### config.mk
export PLATFORM = sky130hd
export DESIGN_NAME = fifo_hw_monitor
export DESIGN_NICKNAME = d
export VERILOG_FILES = /design/src/rtl/shared_pkg.sv /design/src/rtl/fifo_ref_model.sv /design/src/rtl/fifo_hw_monitor.sv
export SDC_FILE = /design/constraint.sdc
export NUM_CORES = 1
export LEC_CHECK = 0
export CAP_MARGIN = 20
export CORE_MARGIN = 1
export CORE_UTILIZATION = 50
export CTS_CLUSTER_DIAMETER = 60
export CTS_CLUSTER_SIZE = 12
export DETAILED_ROUTE_END_ITERATION = 7
export PLACE_DENSITY_LB_ADDON = 0.08
export SLEW_MARGIN = 10
export SYNTH_ARGS = -nofsm -noshare
export SYNTH_HDL_FRONTEND = slang
export SYNTH_SLANG_ARGS = --single-unit
### constraint.sdc
create_clock -name clk -period 3 [get_ports clk]
set_input_delay 0.45 -clock clk [delete_from_list [all_inputs] [get_ports clk]]
set_output_delay 0.45 -clock clk [all_outputs]
set_load 0.05 [all_outputs]
### src/rtl/shared_pkg.sv
// Shared types and constants for the FIFO hardware monitor.
package shared_pkg;

  typedef enum logic [1:0] {
    IDLE    = 2'd0,
    RUN     = 2'd1,
    DONE    = 2'd2,
    STOPPED = 2'd3
  } monitor_state_e;

  // Bit positions in err_vec, one per independent check.
  localparam int ERR_FULL      = 0;
  localparam int ERR_EMPTY     = 1;
  localparam int ERR_AFULL     = 2;
  localparam int ERR_AEMPTY    = 3;
  localparam int ERR_WR_ACK    = 4;
  localparam int ERR_OVERFLOW  = 5;
  localparam int ERR_UNDERFLOW = 6;
  localparam int ERR_DATA_OUT  = 7;
  localparam int NUM_CHECKS    = 8;

endpackage

### src/rtl/fifo_ref_model.sv
// Shadow FIFO: storage, wrapping pointers and occupancy count that track
// what a correct FIFO should hold. Acceptance is decided from the count
// before the update, so wr+rd on empty is write-only and on full read-only.
module fifo_ref_model #(
  parameter int WIDTH = 16,
  parameter int DEPTH = 8
) (
  input  logic                   clk,
  input  logic                   rst,
  input  logic                   upd_en,
  input  logic                   clr,
  input  logic                   wr_en,
  input  logic                   rd_en,
  input  logic [WIDTH-1:0]       data_in,
  output logic [$clog2(DEPTH):0] count,
  output logic [WIDTH-1:0]       head,
  output logic                   wr_accept,
  output logic                   rd_accept
);

  localparam int AW = $clog2(DEPTH);
  localparam int CW = AW + 1;
  localparam logic [CW-1:0] DEPTH_C = CW'(DEPTH);

  logic [WIDTH-1:0] mem_q [DEPTH];
  logic [AW-1:0]    wr_ptr_q, wr_ptr_d;
  logic [AW-1:0]    rd_ptr_q, rd_ptr_d;
  logic [CW-1:0]    count_q, count_d;
  logic             wr_do, rd_do;

  // Acceptance and next pointer/count; clear wins over any request.
  always_comb begin
    // NOTE: every output gets a default before any branch so no latch is inferred.
    wr_accept = wr_en && (count_q != DEPTH_C);
    rd_accept = rd_en && (count_q != '0);
    wr_do     = upd_en && !clr && wr_accept;
    rd_do     = upd_en && !clr && rd_accept;
    wr_ptr_d  = wr_ptr_q;
    rd_ptr_d  = rd_ptr_q;
    count_d   = count_q;
    if (upd_en && clr) begin
      wr_ptr_d = '0;
      rd_ptr_d = '0;
      count_d  = '0;
    end else begin
      if (wr_do) wr_ptr_d = wr_ptr_q + AW'(1);
      if (rd_do) rd_ptr_d = rd_ptr_q + AW'(1);
      if (wr_do && !rd_do)      count_d = count_q + CW'(1);
      else if (rd_do && !wr_do) count_d = count_q - CW'(1);
    end
  end

  // Pointer and count registers.
  always_ff @(posedge clk or posedge rst) begin
    // NOTE: state is updated with non-blocking assignments so every flop samples pre-edge values.
    if (rst) begin
      wr_ptr_q <= '0;
      rd_ptr_q <= '0;
      count_q  <= '0;
    end else begin
      wr_ptr_q <= wr_ptr_d;
      rd_ptr_q <= rd_ptr_d;
      count_q  <= count_d;
    end
  end

  // Storage write port.
  always_ff @(posedge clk) begin
    // NOTE: storage has no reset; a word is only read after it has been written.
    if (wr_do) mem_q[wr_ptr_q] <= data_in;
  end

  assign count = count_q;
  assign head  = mem_q[rd_ptr_q];

endmodule

### src/rtl/fifo_hw_monitor.sv
// Run-time checker for a synchronous FIFO: compares its flags and registered
// status against a shadow model and keeps sticky error bits and counters.
module fifo_hw_monitor
  import shared_pkg::*;
#(
  parameter int FIFO_WIDTH  = 16,
  parameter int FIFO_DEPTH  = 8,
  parameter int CNT_W       = 16,
  parameter int STOP_ON_ERR = 0
) (
  input  logic                  clk,
  input  logic                  rst,
  input  logic                  start,
  input  logic                  test_finished,
  input  logic                  fifo_rst_n,
  input  logic                  wr_en,
  input  logic                  rd_en,
  input  logic [FIFO_WIDTH-1:0] data_in,
  input  logic [FIFO_WIDTH-1:0] data_out,
  input  logic                  wr_ack,
  input  logic                  overflow,
  input  logic                  underflow,
  input  logic                  full,
  input  logic                  empty,
  input  logic                  almostfull,
  input  logic                  almostempty,
  output logic [1:0]            state,
  output logic                  mismatch,
  output logic [7:0]            err_vec,
  output logic [CNT_W-1:0]      error_count,
  output logic [CNT_W-1:0]      correct_count
);

  localparam int CW = $clog2(FIFO_DEPTH) + 1;
  localparam logic [CW-1:0] DEPTH_C = CW'(FIFO_DEPTH);
  localparam logic [CW-1:0] AFULL_C = CW'(FIFO_DEPTH - 1);
  localparam logic [CW-1:0] ONE_C   = CW'(1);
  localparam logic [CNT_W-1:0] CNT_MAX = {CNT_W{1'b1}};

  monitor_state_e state_q, state_d;
  logic                  mismatch_q, mismatch_d;
  logic [NUM_CHECKS-1:0] err_vec_q, err_vec_d;
  logic [CNT_W-1:0]      error_count_q, error_count_d;
  logic [CNT_W-1:0]      correct_count_q, correct_count_d;
  // hold_q blanks the cycle after an observed-FIFO reset.
  logic                  hold_q, hold_d;
  // Expectations for the registered status, checked the cycle after the request.
  logic                  pend_valid_q, pend_valid_d;
  logic                  exp_wr_ack_q, exp_wr_ack_d;
  logic                  exp_ovf_q, exp_ovf_d;
  logic                  exp_unf_q, exp_unf_d;
  logic                  exp_rd_q, exp_rd_d;
  logic [FIFO_WIDTH-1:0] exp_data_q, exp_data_d;

  logic                  run, check_en, pend_chk, any_fail;
  logic [NUM_CHECKS-1:0] fail_vec;
  logic [CW-1:0]         model_count;
  logic [FIFO_WIDTH-1:0] model_head;
  logic                  model_wr_acc, model_rd_acc;

  assign run = (state_q == RUN);

  fifo_ref_model #(
    .WIDTH (FIFO_WIDTH),
    .DEPTH (FIFO_DEPTH)
  ) u_model (
    .clk       (clk),
    .rst       (rst),
    .upd_en    (run),
    .clr       (!fifo_rst_n),
    .wr_en     (wr_en),
    .rd_en     (rd_en),
    .data_in   (data_in),
    .count     (model_count),
    .head      (model_head),
    .wr_accept (model_wr_acc),
    .rd_accept (model_rd_acc)
  );

  // Per-check comparison of observed signals against the model.
  always_comb begin
    check_en = run && fifo_rst_n && !hold_q;
    pend_chk = check_en && pend_valid_q;
    fail_vec = '0;
    fail_vec[ERR_FULL]      = check_en && (full        != (model_count == DEPTH_C));
    fail_vec[ERR_EMPTY]     = check_en && (empty       != (model_count == '0));
    fail_vec[ERR_AFULL]     = check_en && (almostfull  != (model_count == AFULL_C));
    fail_vec[ERR_AEMPTY]    = check_en && (almostempty != (model_count == ONE_C));
    fail_vec[ERR_WR_ACK]    = pend_chk && (wr_ack    != exp_wr_ack_q);
    fail_vec[ERR_OVERFLOW]  = pend_chk && (overflow  != exp_ovf_q);
    fail_vec[ERR_UNDERFLOW] = pend_chk && (underflow != exp_unf_q);
    fail_vec[ERR_DATA_OUT]  = pend_chk && exp_rd_q && (data_out != exp_data_q);
    any_fail = |fail_vec;
  end

  // Next-state: FSM, pending expectations, sticky errors and saturating counters.
  always_comb begin
    state_d         = state_q;
    hold_d          = run && !fifo_rst_n;
    pend_valid_d    = run && fifo_rst_n;
    exp_wr_ack_d    = model_wr_acc;
    exp_ovf_d       = wr_en && !model_wr_acc;
    exp_unf_d       = rd_en && !model_rd_acc;
    exp_rd_d        = model_rd_acc;
    exp_data_d      = model_head;
    mismatch_d      = any_fail;
    err_vec_d       = err_vec_q | fail_vec;
    error_count_d   = error_count_q;
    correct_count_d = correct_count_q;

    if (check_en) begin
      if (any_fail) begin
        if (error_count_q != CNT_MAX) error_count_d = error_count_q + CNT_W'(1);
      end else begin
        if (correct_count_q != CNT_MAX) correct_count_d = correct_count_q + CNT_W'(1);
      end
    end

    case (state_q)
      IDLE: if (start) state_d = RUN;
      RUN: begin
        if ((STOP_ON_ERR != 0) && any_fail) state_d = STOPPED;
        else if (test_finished)            state_d = DONE;
      end
      default: state_d = state_q;
    endcase
  end

  // All monitor registers; DONE and STOPPED are left only through rst.
  always_ff @(posedge clk or posedge rst) begin
    if (rst) begin
      state_q         <= IDLE;
      mismatch_q      <= 1'b0;
      err_vec_q       <= '0;
      error_count_q   <= '0;
      correct_count_q <= '0;
      hold_q          <= 1'b0;
      pend_valid_q    <= 1'b0;
      exp_wr_ack_q    <= 1'b0;
      exp_ovf_q       <= 1'b0;
      exp_unf_q       <= 1'b0;
      exp_rd_q        <= 1'b0;
      exp_data_q      <= '0;
    end else begin
      state_q         <= state_d;
      mismatch_q      <= mismatch_d;
      err_vec_q       <= err_vec_d;
      error_count_q   <= error_count_d;
      correct_count_q <= correct_count_d;
      hold_q          <= hold_d;
      pend_valid_q    <= pend_valid_d;
      exp_wr_ack_q    <= exp_wr_ack_d;
      exp_ovf_q       <= exp_ovf_d;
      exp_unf_q       <= exp_unf_d;
      exp_rd_q        <= exp_rd_d;
      exp_data_q      <= exp_data_d;
    end
  end

  assign state         = state_q;
  assign mismatch      = mismatch_q;
  assign err_vec       = err_vec_q;
  assign error_count   = error_count_q;
  assign correct_count = correct_count_q;

endmodule
Word-level counts from Yosys, hierarchy flattened
Memories as Yosys holds them, arrays and structs flattened. A register that Yosys moved wholly into a read port is not among the register bits.
Index checks and enable logic that the tools add are counted.
- register bits: 59
- RAM bits: 128
- output and inout port bits: 43
- word-level logic and storage cells: 90
- memories: 1
- add/subtract/negate cells: 6
- equal/unequal tests: 17
- muxes and demuxes: 12
- bitwise gates (word level): 2
- reductions and logical operators: 38
- memories (name ; words ; width ; read ports ; clocked after Yosys merged registers in ; wr ports ; line ; text):
    u_model.mem_q ; 8 ; 16 ; 1 ; 1 ; 1 ; fifo_ref_model.sv:25 ; logic [WIDTH-1:0] mem_q [DEPTH];
- operators with widths (cell ; number):
    $add A16 B1 Y16 const B ; 2
    $ne A16 B16 Y1 const B ; 2
    $logic_and A1 B1 Y1 ; 21
    $ne A16 B16 Y1 ; 1
    $mux W3 ; 4
    $mux W4 ; 3
    $reduce_and A3 Y1 ; 3
    $or A8 B8 Y8 ; 1
    $reduce_or A8 Y1 ; 1
    $ne A1 B1 Y1 ; 7
    $add A3 B1 Y3 const B ; 2
    $logic_not A1 Y1 ; 6
    $reduce_bool A2 Y1 ; 3
    $add A4 B1 Y4 const B ; 1
    $eq A4 B1 Y1 const B ; 1
    $eq A4 B3 Y1 const B ; 1
    $eq A4 B4 Y1 const B ; 1
    $logic_not A4 Y1 ; 1
    $mux W2 ; 2
    $ne A2 B2 Y1 const B ; 2
    $ne A4 B4 Y1 const B ; 1
    $pmux W2 S2 ; 1
    $reduce_bool A4 Y1 ; 1
    $sub A4 B1 Y4 const B ; 1
    5 further kinds ; 6

Logic depth before layout (Yosys ltp)
Gate-level depths: netlist of the first run.
- depth in word-level cells: 9
- gate-level depth with buffers: 11

Modules after synthesis
Synthesis of the first run repeated with hierarchy kept, for this count alone.
- cell total of the unflattened synthesis: 545
- area total of the unflattened synthesis: 8455.6 µm²
- by module, submodules not included (module ; instances ; cells an instance ; area an instance (µm²)):
    fifo_ref_model ; 1 ; 306 ; 5580.4
    fifo_hw_monitor ; 1 ; 239 ; 2875.3

Least setup slack after synthesis of the first run
No wires, ideal clock.
- kind: flip-flop to flip-flop
- from: register state_q[1], in the netlist state[1]
- to: memory u_model.mem_q[0][0], enable pin
- library setup time: 0.430 ns
- data arrival time: 2.794 ns
- required time: 2.570 ns
- slack: -0.224 ns
- stages on the path, launching flop included: 6
- clock period less this slack: 3.224 ns
- path through: dfrtp_1 > nor2b_1 > nand2_1 > inv_1 > nand2_1 > nor4_1
- longest elaborated chain between the ends: 5
- ends and longest elaborated chain (element ; line ; text):
    from (decl) ; fifo_hw_monitor.sv:40 ; monitor_state_e state_q, state_d;
    from (signal assigned) ; fifo_hw_monitor.sv:145 ; state_q <= state_d;
    $eq A2 B1 Y1 ; fifo_hw_monitor.sv:61 ; assign run = (state_q == RUN);
    $logic_and A1 B1 Y1 ; n/a ;
    via pend_valid_d ; fifo_hw_monitor.sv:48 ; logic pend_valid_q, pend_valid_d;
    $logic_and A1 B1 Y1 ; fifo_ref_model.sv:36 ; wr_do = upd_en && !clr && wr_accept;
    $mux W1 ; fifo_ref_model.sv:70 ; if (wr_do) mem_q[wr_ptr_q] <= data_in;
    $mux W1 (implied by the code) ; fifo_ref_model.sv:70 ;
    to (decl) ; fifo_ref_model.sv:25 ;
The timed path passes the listed nets, and every way through them passes these cells.

Final worst setup path of the first run
- from: register u_model.count_q[1], in the netlist u_model.count[1]
- to: register correct_count_q[15], in the netlist correct_count[15]
- longest elaborated chain between the ends: 6
- ends and longest elaborated chain (element ; line ; text):
    from (decl) ; fifo_ref_model.sv:28 ; logic [CW-1:0] count_q, count_d;
    from (signal assigned) ; fifo_ref_model.sv:63 ; count_q <= count_d;
    $eq A4 B4 Y1 (tied with other cells) ; fifo_hw_monitor.sv:85 ; fail_vec[ERR_FULL] = check_en && (full != (model_count == DEPTH_C));
    $ne A1 B1 Y1, on equally long branches ; n/a ;
    $logic_and A1 B1 Y1, on equally long branches ; n/a ;
    $reduce_or A8 Y1 * ; fifo_hw_monitor.sv:93 ; any_fail = |fail_vec;
    $not A1 Y1 (no source line) * ; n/a ;
    $reduce_and A3 Y1 (no source line) * ; n/a ;
    to (signal assigned) ; fifo_hw_monitor.sv:149 ; correct_count_q <= correct_count_d;
    to (decl) ; fifo_hw_monitor.sv:44 ; logic [CNT_W-1:0] correct_count_q, correct_count_d;
Mark *: on every way between the ends. The rest lies on a longest branch, timed or not.
A chain may end at the register's enable or synchronous reset.

==> results of run 1 <==
==> final cells by class <==
type                       count  area share [%]
timing repair buffer         104            10.9
tap                          216            2.64
clock buffer                  32            5.73
sequential                   203            55.9
inverter                      12           0.452
multi-input combinational    281            24.2
clock inverter                 3           0.208
==> cell families (layout without fill, tap and decap cells) <==
family,after synthesis,count (layout),synth area share (%)
buf+inv,32,151,1.66
compound gates,27,27,2.10
flops,203,203,69.0
mux,50,50,11.1
simple gates,137,137,8.74
fa+ha+maj,7,7,1.06
xor+xnor,60,60,6.34
==> per-stage QoR <==
| stage | util [%] | cells | hold slack, ps | area (um^2) | setup WS, ps |
|---|---|---|---|---|---|
| 2_1_floorplan | - | 516 | 549 | 8300 | 17.6 |
| 3_3_place_gp | 60.0 | 816 | 441 | 9630 | 218 |
| 3_5_place_dp | 60.0 | 816 | 445 | 9630 | 108 |
| 4_1_cts | 63.7 | 851 | 383 | 10200 | 442 |
| 5_1_grt | 63.7 | 851 | 424 | 10200 | 263 |
| 6_report | 63.7 | 851 | 377 | 10200 | 477 |
==> how the worst max path moves through the flow <==
stage | to | slack [ps] | cells past startpoint
floorplan | u_model.mem_q[2][0]$_DFFE_PP_ | 20 | 5
global placement | correct_count[15]$_DFFE_PP0P_ | 220 | 9
detailed placement | correct_count[7]$_DFFE_PP0P_ | 110 | 9
CTS | correct_count[7]$_DFFE_PP0P_ | 440 | 10
global route | correct_count[15]$_DFFE_PP0P_ | 260 | 10
finish | correct_count[15]$_DFFE_PP0P_ | 480 | 10
==> layout by cell type (no fill, tap or decap), types with 11 or more instances in the layout <==
| cell | n |
|---|---|
| nor2_1 | 27 |
| clkbuf_16 | 21 |
| mux2_2 | 16 |
| clkdlybuf4s50_1 | 88 |
| inv_1 | 11 |
| edfxtp_1 | 128 |
| nand3_1 | 14 |
| nand2_1 | 33 |
| xnor2_1 | 32 |
| xor2_1 | 28 |
| dfrtp_1 | 74 |
| mux4_2 | 32 |
==> metal layers <==
| metal | wire (um) | track usage, % |
|---|---|---|
| met1 | 7210 | 26.9 |
| met5 | 0 | 0 |
| met3 | 795 | 3.83 |
| met4 | 309 | 5.48 |
| met2 | 7580 | 33.1 |
==> sequential cells by signal, indices dropped and copies added, names as in the netlist, 2 cells and up <==
signal,cells
error_count,16
u_model.wr_ptr_q,3
err_vec,8
correct_count,16
u_model.count,4
state,2
u_model.rd_ptr_q,3
exp_data_q,16
u_model.mem_q,128
==> power by group <==
part	leakage [nW]	total [mW]	internal, mW	switching [mW]
clock network	0.292	2.33	1.34	0.991
logic	1.40	0.139	0.0697	0.0693
registers	2.12	2.98	2.98	0.000589
total	3.82	5.45	4.39	1.06
==> worst max-delay path, cell delays in order, from the launching register on <==
cell and delay [ps]:
dfrtp_1 420, inv_1 120, ha_1 180, nor3b_1 300, a22oi_1 140, o21ai_1 170
nand2_1 120, or3_1 400, buf_4 210, nor3_1 220, xor2_1 160
==> metrics.md, run 1 <==
| Metric | Value |
|---|---|
| EDFF count, synth | `128` |
| Post-cts gate resize count | `0` |
| Storage element area | `5720 um^2` |
| Global route overflow | `0` |
| Rows | `46` |
| H-tree levels | `1` |
| DR vias | `4593` |
| Max Fanout on Critical Path | `15` |
| Static leakage | `3.82 nW` |
| Setup Skew | `10.2 ps` |
| First-pass DRT Iterations | `4` |
| Drt first-iter violations | `229` |
| DR vias/cell | `5.40` |
| Unrepaired setup endpoints after global routing | `no` |
| CTS tree | `done` |
| Clock root buffer | `clkbuf_16` |
| Post-CTS setup buffer count | `0` |
| Synth area leaders | `edfxtp_1, dfrtp_1, mux4_2` |
| Yosys Warn Count | `0` |
| Die W | `131 um` |
| CP Capture Type | `register` |
| Tot Pwr | `5.45 mW` |
| PwrDens | `533 nW/um^2` |
| # IOs | `89` |
| Most frequent cell after synthesis | `edfxtp_1` |
| Reg2reg path depth | `10` |
| R2R Path Start | `u_model.count[1]$_DFFE_PP0P_` |
| R2r setup slk | `480 ps` |
| Setup TNS | `0 ps` |
| Classification of the worst setup path | `register to register` |
| CORE AREA | `16100 um^2` |
| Vias in the first global route | `4669` |
| Final WL | `15.9 mm` |
| Post-synth top area cell | `edfxtp_1` |
| Mapped Area | `8290 um^2` |
| Initial Utilization | `51.6%` |
| Die Height | `131 um` |
| Worst skew pair latency | `490 ps` |
| First-pass GRT wire length | `25.0 mm` |
| Post-synthesis cell type count | `48` |
| Slew @ Worst Pin | `966 ps` |
| Hold bufs inserted after CTS | `0` |
| CP arrival | `2930 ps` |
| CP Data Required Time | `3400 ps` |
| Final Hold Viols | `0` |
| Max Cap Violations | `0` |
| Startpoint types | `register` |
| Syn-to-layout area delta | `23.4%` |
| Total Die Area | `17100 um^2` |
| Primary FF master, synth | `edfxtp_1` |
| Synth top area share | `46.3%` |
| Clock Path Buffers | `3` |
| GPL Wtd Cong | `0.847` |
| Antenna-violating nets left | `0` |
| Relative slew slack | `35.6%` |
| Final setup viols | `0` |
| Ys async rst share | `36.9%` |
| # diodes | `0` |
| Synth Net Count | `569` |
| Peak supply drop | `0.451 mV` |
| GRT Total Usage | `19.8%` |
| Min Tclk post-route | `2520 ps` |
| Sequential area share after synthesis | `69.0%` |
| CTS sink cnt | `203` |
| Residual DRC count | `0` |
| Post-synthesis register bit count | `203` |
| IO Port Bufs | `88` |
| Post-synthesis cell count | `516` |
| Syn_area_per_cell | `16.1 um^2` |
| Period utilization | `84.1%` |
| Max-slew violation count | `0` |
| Post-synth top cells | `edfxtp_1, dfrtp_1, nand2_1` |
| Initial antenna violation count | `0` |
| Critical R2R Capture | `correct_count[15]$_DFFE_PP0P_` |
| HP Class | `input port to async pin` |
| Largest net degree at the start of global routing | `76` |
| Worst setup path startpoint | `u_model.count[1]$_DFFE_PP0P_` |
| Cts bufs inserted | `21` |
| Clock edge transition at the registers on the reported setup and hold paths | `60 ps` |
| Post-DP HPWL | `9.80 mm` |
| Status | `finished, final reports clean` |
| Fill cells | `1147` |
| Nets | `676` |
| Share of cells above drive strength 1 | `17.2%` |
| Routed len/inst | `18.7 um` |
| Multi-input gate area | `2470 um^2` |
| Achievable Freq | `396 MHz` |
No activity file was read; power rests on OpenSTA's default activity.
==> run 2: changes to the inputs <==
- clock period: 3 -> 2.52 ns (I/O delays scaled with it)
==> run 2 against run 1 <==
Net effect:
- sequential power increased by 19%
- routed wire length is 3.7% higher
- total power up 19%
- via count is 1.7% higher
- register-to-register slack worse by 380 ps
- count of clock-buffer cells in the layout grew 4
- first-iteration DRC count grew 13%
- highest routed layer unchanged
==> metrics.md, run 2 (same netlist as run 1, synthesis figures left out) <==
| Metric | Value |
|---|---|
| Clock Path Buffers | `3 (unchanged)` |
| CTS sink cnt | `203 (unchanged)` |
| CP Capture Type | `register` |
| Die Height | `131 um (unchanged)` |
| Final WL | `16.5 mm (+3.7%)` |
| Peak supply drop | `0.734 mV (+63%)` |
| Relative slew slack | `57.0% (+21 points)` |
| Min Tclk post-route | `2420 ps (-98.0 ps)` |
| Vias in the first global route | `4676 (+0.15%)` |
| Critical path, cell by cell | `inv_1 > ha_2 > nor2b_2 > o21ai_0 > o31ai_2 > nand2_1 > or3_1 > buf_4 > nor3_1 > xor2_1` |
| Min Hold Slack | `275 ps (-102 ps)` |
| Unrepaired setup endpoints after global routing | `yes` |
| Most frequent cells in the layout | `edfxtp_1, clkdlybuf4s50_1, dfrtp_1` |
| Residual DRC count | `0 (unchanged)` |
| Nets | `691 (+2.2%)` |
| First-pass DRT Iterations | `4 (unchanged)` |
| CP arrival | `2840 ps (-90 ps)` |
| Fill cells | `1120 (-2.4%)` |
| Hold bufs inserted after CTS | `0 (unchanged)` |
| Status | `finished, final reports clean` |
| Total Die Area | `17100 um^2 (unchanged)` |
| Routed len/inst | `19.0 um (+1.5%)` |
| WP buf/inv | `2 (unchanged)` |
| Multi-input gate area | `2520 um^2 (+1.7%)` |
| Tot Pwr | `6.51 mW (+19%)` |
| Static leakage | `3.90 nW (+2.1%)` |
| CTS tree | `done` |
| Max Cap Violations | `0 (unchanged)` |
| HP Class | `input port to async pin` |
| DR vias/cell | `5.38 (-0.39%)` |
| Grt met1 use | `27.1% (+0.19 points)` |
| Worst skew pair latency | `500 ps (about the same)` |
| Biggest register | `u_model.mem_q` |
| Most common cell after layout, fill and taps aside | `edfxtp_1` |
| Final Cell Area | `10400 um^2 (+1.7%)` |
| Achievable Freq | `412 MHz (+4.0%)` |
| # diodes | `0 (unchanged)` |
| Final setup viols | `0 (unchanged)` |
| Largest incremental delay on the critical path | `430 ps (about the same)` |
| Clock edge transition at the registers on the reported setup and hold paths | `60 ps (about the same)` |
| Slew @ Worst Pin | `644 ps (-323 ps)` |
| Global route overflow | `0 (unchanged)` |
| # IOs | `89 (unchanged)` |
| PwrDens | `625 nW/um^2 (+17%)` |
| IO Port Bufs | `88 (unchanged)` |
| Met3 Usage GRT | `3.14% (-0.69 points)` |
| H-tree levels | `1 (unchanged)` |
| Largest net degree at the start of global routing | `36 (-53%)` |
| GPL Wtd Cong | `0.839 (-0.95%)` |
| Share of cells above drive strength 1 | `20.5% (+3.4 points)` |
| Final Hold Viols | `0 (unchanged)` |
| Clock root buffer | `clkbuf_16` |
| Max-slew violation count | `0 (unchanged)` |
| Final core occ | `64.8% (+1.1 points)` |
| Period utilization | `96.2% (+12 points)` |
| Post-DP HPWL | `10.5 mm (+6.9%)` |
| Die W | `131 um (unchanged)` |
| DR vias | `4672 (+1.7%)` |
| Final cell count without fillers | `869 (+2.1%)` |
| First-pass GRT wire length | `25.2 mm (+0.63%)` |
| Storage element area | `5730 um^2 (about the same)` |
| Antenna-violating nets left | `0 (unchanged)` |
| Met2 Usage GRT | `34.1% (+1.1 points)` |
| Max reg flops | `128 (unchanged)` |
| CORE AREA | `16100 um^2 (unchanged)` |
| Startpoint types | `register` |
| Crit path max-delay family | `simple AND/OR/NAND/NOR gates` |
| Initial antenna violation count | `0 (unchanged)` |
| Placed instance count | `831 (+1.8%)` |
| Slowest CP cell | `dfrtp_1` |
| Syn-to-layout area delta | `25.5%` |
| Initial Utilization | `51.6% (unchanged)` |
| CP Data Required Time | `2930 ps (-470 ps)` |
| Max Fanout on Critical Path | `16 (+1)` |
| Placed instance area | `9770 um^2 (+1.5%)` |
| Busiest layer in global routing | `met2` |
| Classification of the worst setup path | `register to register` |
| Cts bufs inserted | `21 (unchanged)` |
| Rows | `46 (unchanged)` |
| Drt first-iter violations | `258 (+13%)` |
| GRT Total Usage | `20.2% (+0.33 points)` |
| Setup Skew | `8.82 ps (-1.36 ps)` |
## run 2: cell types whose count changed in the layout (fill, tap and decap cells not counted), moves of 2 or more
cell,change
dfrtp_1,-3
clkbuf_1,+5
dfrtp_2,+3
buf_4,+14
nor2_1,-2
nor2_2,+2
## run 2: final timing paths
path                                                 to  slack, ps  cells after the start                         start
min in group clk                   err_vec[3]$_DFF_PP0_        460                      1          err_vec[3]$_DFF_PP0_
max in group asynchronous      exp_data_q[14]$_DFF_PP0_       1660                      3                           rst
min                        correct_count[0]$_DFFE_PP0P_        270                      2                           rst
max reg2reg                correct_count[8]$_DFFE_PP0P_        100                     10  u_model.count[1]$_DFFE_PP0P_
min reg2reg                        err_vec[3]$_DFF_PP0_        460                      1          err_vec[3]$_DFF_PP0_
max                        correct_count[8]$_DFFE_PP0P_        100                     10  u_model.count[1]$_DFFE_PP0P_
## run 2: timing repair
| action | CTS | global route |
|---|---|---|
| gates resized for setup | 2 | 5 |
| setup buffers | 0 | 0 |
| endpoints found under the setup margin | 1 | 16 |
## run 2: worst register-to-register path, cell delays in order (launching register included)
cell and delay [ps]:
dfrtp_1 430, inv_1 120, ha_2 210, nor2b_2 210, o21ai_0 160, o31ai_2 110, nand2_1 150, or3_1 360
buf_4 200, nor3_1 220, xor2_1 180
## run 2: metal layers
| metal | routed length, um | vias up |
|---|---|---|
| met5 | 0 | - |
| met4 | 398 | 0 |
| met3 | 647 | 30 |
| met2 | 8090 | 109 |
| met1 | 7340 | 2376 |
| li1 | - | 2157 |
## run 2: power by group
group	total, mW	internal (mW)	switching (mW)
Sequential	3.55	3.55	0.000798
Clock	2.79	1.60	1.19
Combinational	0.170	0.0853	0.0844
Total	6.51	5.23	1.28
## run 2: layout make-up
type,instances,area share [%]
clock inverter,2,0.192
timing repair buffer,119,11.9
sequential,203,55.0
clock buffer,36,5.69
multi-input combinational,281,24.2
tap,216,2.60
inverter,12,0.445
## run 2: stage by stage
stage / TNS, ps / setup WS (ps)
6_report: 0 / 95.1
5_1_grt: -388 / -96.6
4_1_cts: 0 / 2.32
3_5_place_dp: -1530 / -190
3_3_place_gp: -690 / -103
2_1_floorplan: -10770 / -300
==> run 3: changes to the inputs <==
- TNS_END_PERCENT: not set -> 5
- clock period: 2.52 -> 2.4 ns (I/O delays scaled with it)
==> run 3 against run 2 <==
Net effect:
- sequential share of layout area decreased by 0.56 points
- flip-flop and latch count unchanged
- worst hold slack got worse by 15 ps
- critical path depth decreased by 3
- combinational power increased by 6%
- setup slack improved by 33 ps
- first-iteration DRC count decreased by 20%
- final area increased by 0.99%
- utilization increased by 0.64 points
- register-to-register slack improved by 30 ps
- global-route usage increased by 0.42 points
==> metrics.md, run 3 (same netlist as run 1, synthesis figures left out) <==
| Metric | Value |
|---|---|
| Status | `finished, final reports clean` |
| Slew @ Worst Pin | `524 ps (-119 ps)` |
| Rows | `46 (unchanged)` |
| Startpoint types | `register` |
| Initial antenna violation count | `0 (unchanged)` |
| Clock root buffer | `clkbuf_16` |
| First-pass DRT Iterations | `4 (unchanged)` |
| DR vias | `4698 (+0.56%)` |
| Period utilization | `94.7% (-1.6 points)` |
| Total Die Area | `17100 um^2 (unchanged)` |
| CP arrival | `2650 ps (-190 ps)` |
| CP Capture Type | `register` |
| Final setup viols | `0 (unchanged)` |
| Critical path, cell by cell | `and3_2 > nand3_2 > or3_4 > or4_4 > o21ai_2 > buf_4 > mux2_1` |
| Vias in the first global route | `4830 (+3.3%)` |
| First-pass GRT wire length | `26.2 mm (+3.9%)` |
| Clock edge transition at the registers on the reported setup and hold paths | `60 ps (about the same)` |
| Max-slew violation count | `0 (unchanged)` |
| Min Tclk post-route | `2270 ps (-153 ps)` |
| Post-CTS setup buffer count | `0 (unchanged)` |
| CORE AREA | `16100 um^2 (unchanged)` |
| Classification of the worst setup path | `register to register` |
| HP Class | `input port to async pin` |
| Relative slew slack | `65.1% (+8.0 points)` |
| Most frequent cells in the layout | `edfxtp_1, clkdlybuf4s50_1, dfrtp_1` |
| Hold bufs inserted after CTS | `0 (unchanged)` |
| Initial Utilization | `51.6% (unchanged)` |
| Syn-to-layout area delta | `26.7%` |
| Peak supply drop | `0.747 mV (+1.7%)` |
| Residual DRC count | `0 (unchanged)` |
| Post-DP HPWL | `10.4 mm (-0.98%)` |
| # diodes | `0 (unchanged)` |
| Share of cells above drive strength 1 | `23.1% (+2.6 points)` |
| Nets | `706 (+2.2%)` |
| Placed instance count | `846 (+1.8%)` |
| Final core occ | `65.5% (+0.64 points)` |
| Setup Skew | `17.7 ps (+8.91 ps)` |
| Storage element area | `5720 um^2 (about the same)` |
| DR vias/cell | `5.34 (-0.59%)` |
| PwrDens | `646 nW/um^2 (+3.3%)` |
| CTS tree | `done` |
| Worst skew pair latency | `490 ps (about the same)` |
| Static leakage | `3.97 nW (+1.9%)` |
| Largest net degree at the start of global routing | `76 (+110%)` |
| Drt first-iter violations | `206 (-20%)` |
| Multi-input gate area | `2550 um^2 (+1.5%)` |
| Final WL | `16.4 mm (-0.70%)` |
| # IOs | `89 (unchanged)` |
| Max Fanout on Critical Path | `4 (-12)` |
| GPL Wtd Cong | `0.816 (-2.7%)` |
| Most common cell after layout, fill and taps aside | `edfxtp_1` |
| Final Hold Viols | `0 (unchanged)` |
| Achievable Freq | `440 MHz (+6.7%)` |
| Final Cell Area | `10500 um^2 (+0.99%)` |
| Pre-CTS setup slack | `-335 ps (-145 ps)` |
| Cts bufs inserted | `21 (unchanged)` |
| CP Data Required Time | `2780 ps (-150 ps)` |
| Final WS setup | `128 ps (+33.0 ps)` |
| Unrepaired setup endpoints after global routing | `yes` |
| Die W | `131 um (unchanged)` |
| H-tree levels | `1 (unchanged)` |
| CTS sink cnt | `203 (unchanged)` |
| Placed instance area | `9830 um^2 (+0.61%)` |
| Routed len/inst | `18.6 um (-1.8%)` |
| Slowest CP cell | `or4_4` |
| Die Height | `131 um (unchanged)` |
| Final cell count without fillers | `879 (+1.2%)` |
| GRT Total Usage | `20.6% (+0.42 points)` |
| Clock Path Buffers | `3 (unchanged)` |
| Setup TNS | `0 ps (unchanged)` |
| Largest incremental delay on the critical path | `540 ps (+110 ps)` |
| Global route overflow | `0 (unchanged)` |
| Fill cells | `1126 (+0.54%)` |
| Biggest register | `u_model.mem_q` |
| Max reg flops | `128 (unchanged)` |
| Max Cap Violations | `0 (unchanged)` |
| Antenna-violating nets left | `0 (unchanged)` |
| IO Port Bufs | `88 (unchanged)` |
run 3: metrics by stage:
step / hold WS, ps / total power [mW]
floorplan: 459 / 3.85
global placement: 440 / 3.97
detailed placement: 452 / 3.98
CTS: 288 / 6.87
global route: 311 / 7.00
finish: 260 / 6.79
run 3: final cells by class:
cell class	count	share of cell area, %
repair buffers	134	12.6
clock buffers	30	5.42
clock inverters	3	0.214
inverters	12	0.440
multi-input cells	281	24.3
flip-flops and latches	203	54.4
well taps	216	2.57
run 3: worst max-delay path: cells and delay by family, from the launching register on:
family / cells / cell delay (ps)
flops: 1 / 370
buf+inv: 1 / 140
simple gates: 4 / 1240
mux: 1 / 310
compound gates: 1 / 80
run 3: worst paths after layout:
| path | from | end | slack (ps) | cells after the start |
|---|---|---|---|---|
| worst max-delay path | error_count[8]$_DFFE_PP0P_ | error_count[1]$_DFFE_PP0P_ | 130 | 7 |
| worst min-delay path | rst | exp_data_q[7]$_DFF_PP0_ | 260 | 3 |
| worst max register to register | error_count[8]$_DFFE_PP0P_ | error_count[1]$_DFFE_PP0P_ | 130 | 7 |
| worst min register to register | err_vec[1]$_DFF_PP0_ | err_vec[1]$_DFF_PP0_ | 460 | 1 |
| max in group asynchronous | rst | u_model.rd_ptr_q[0]$_DFFE_PP0P_ | 1770 | 3 |
| min in group clk | err_vec[1]$_DFF_PP0_ | err_vec[1]$_DFF_PP0_ | 460 | 1 |
run 3: power by group:
| group | leakage, nW | switching, mW | internal (mW) | total [mW] |
|---|---|---|---|---|
| Combinational | 1.56 | 0.0871 | 0.0939 | 0.181 |
| Clock | 0.288 | 1.24 | 1.64 | 2.88 |
| Sequential | 2.12 | 0.000767 | 3.72 | 3.73 |
run 3: routing by layer:
layer / up-vias / routed length, um / track usage (%) / part of all wire (%)
li1: 2188 / - / - / -
met3: 25 / 658 / 3.30 / 4.0
met4: 0 / 346 / 5.54 / 2.1
met5: - / 0 / 0 / 0
met2: 125 / 8220 / 35.7 / 50
met1: 2360 / 7130 / 27.1 / 44
run 3: what timing repair did:
item / 4_1_cts / 5_1_grt
hold endpoints to repair: 0 / 0
endpoints found under the setup margin: 4 / 113
gates resized for setup: 1 / 21
pin swaps: 0 / 2
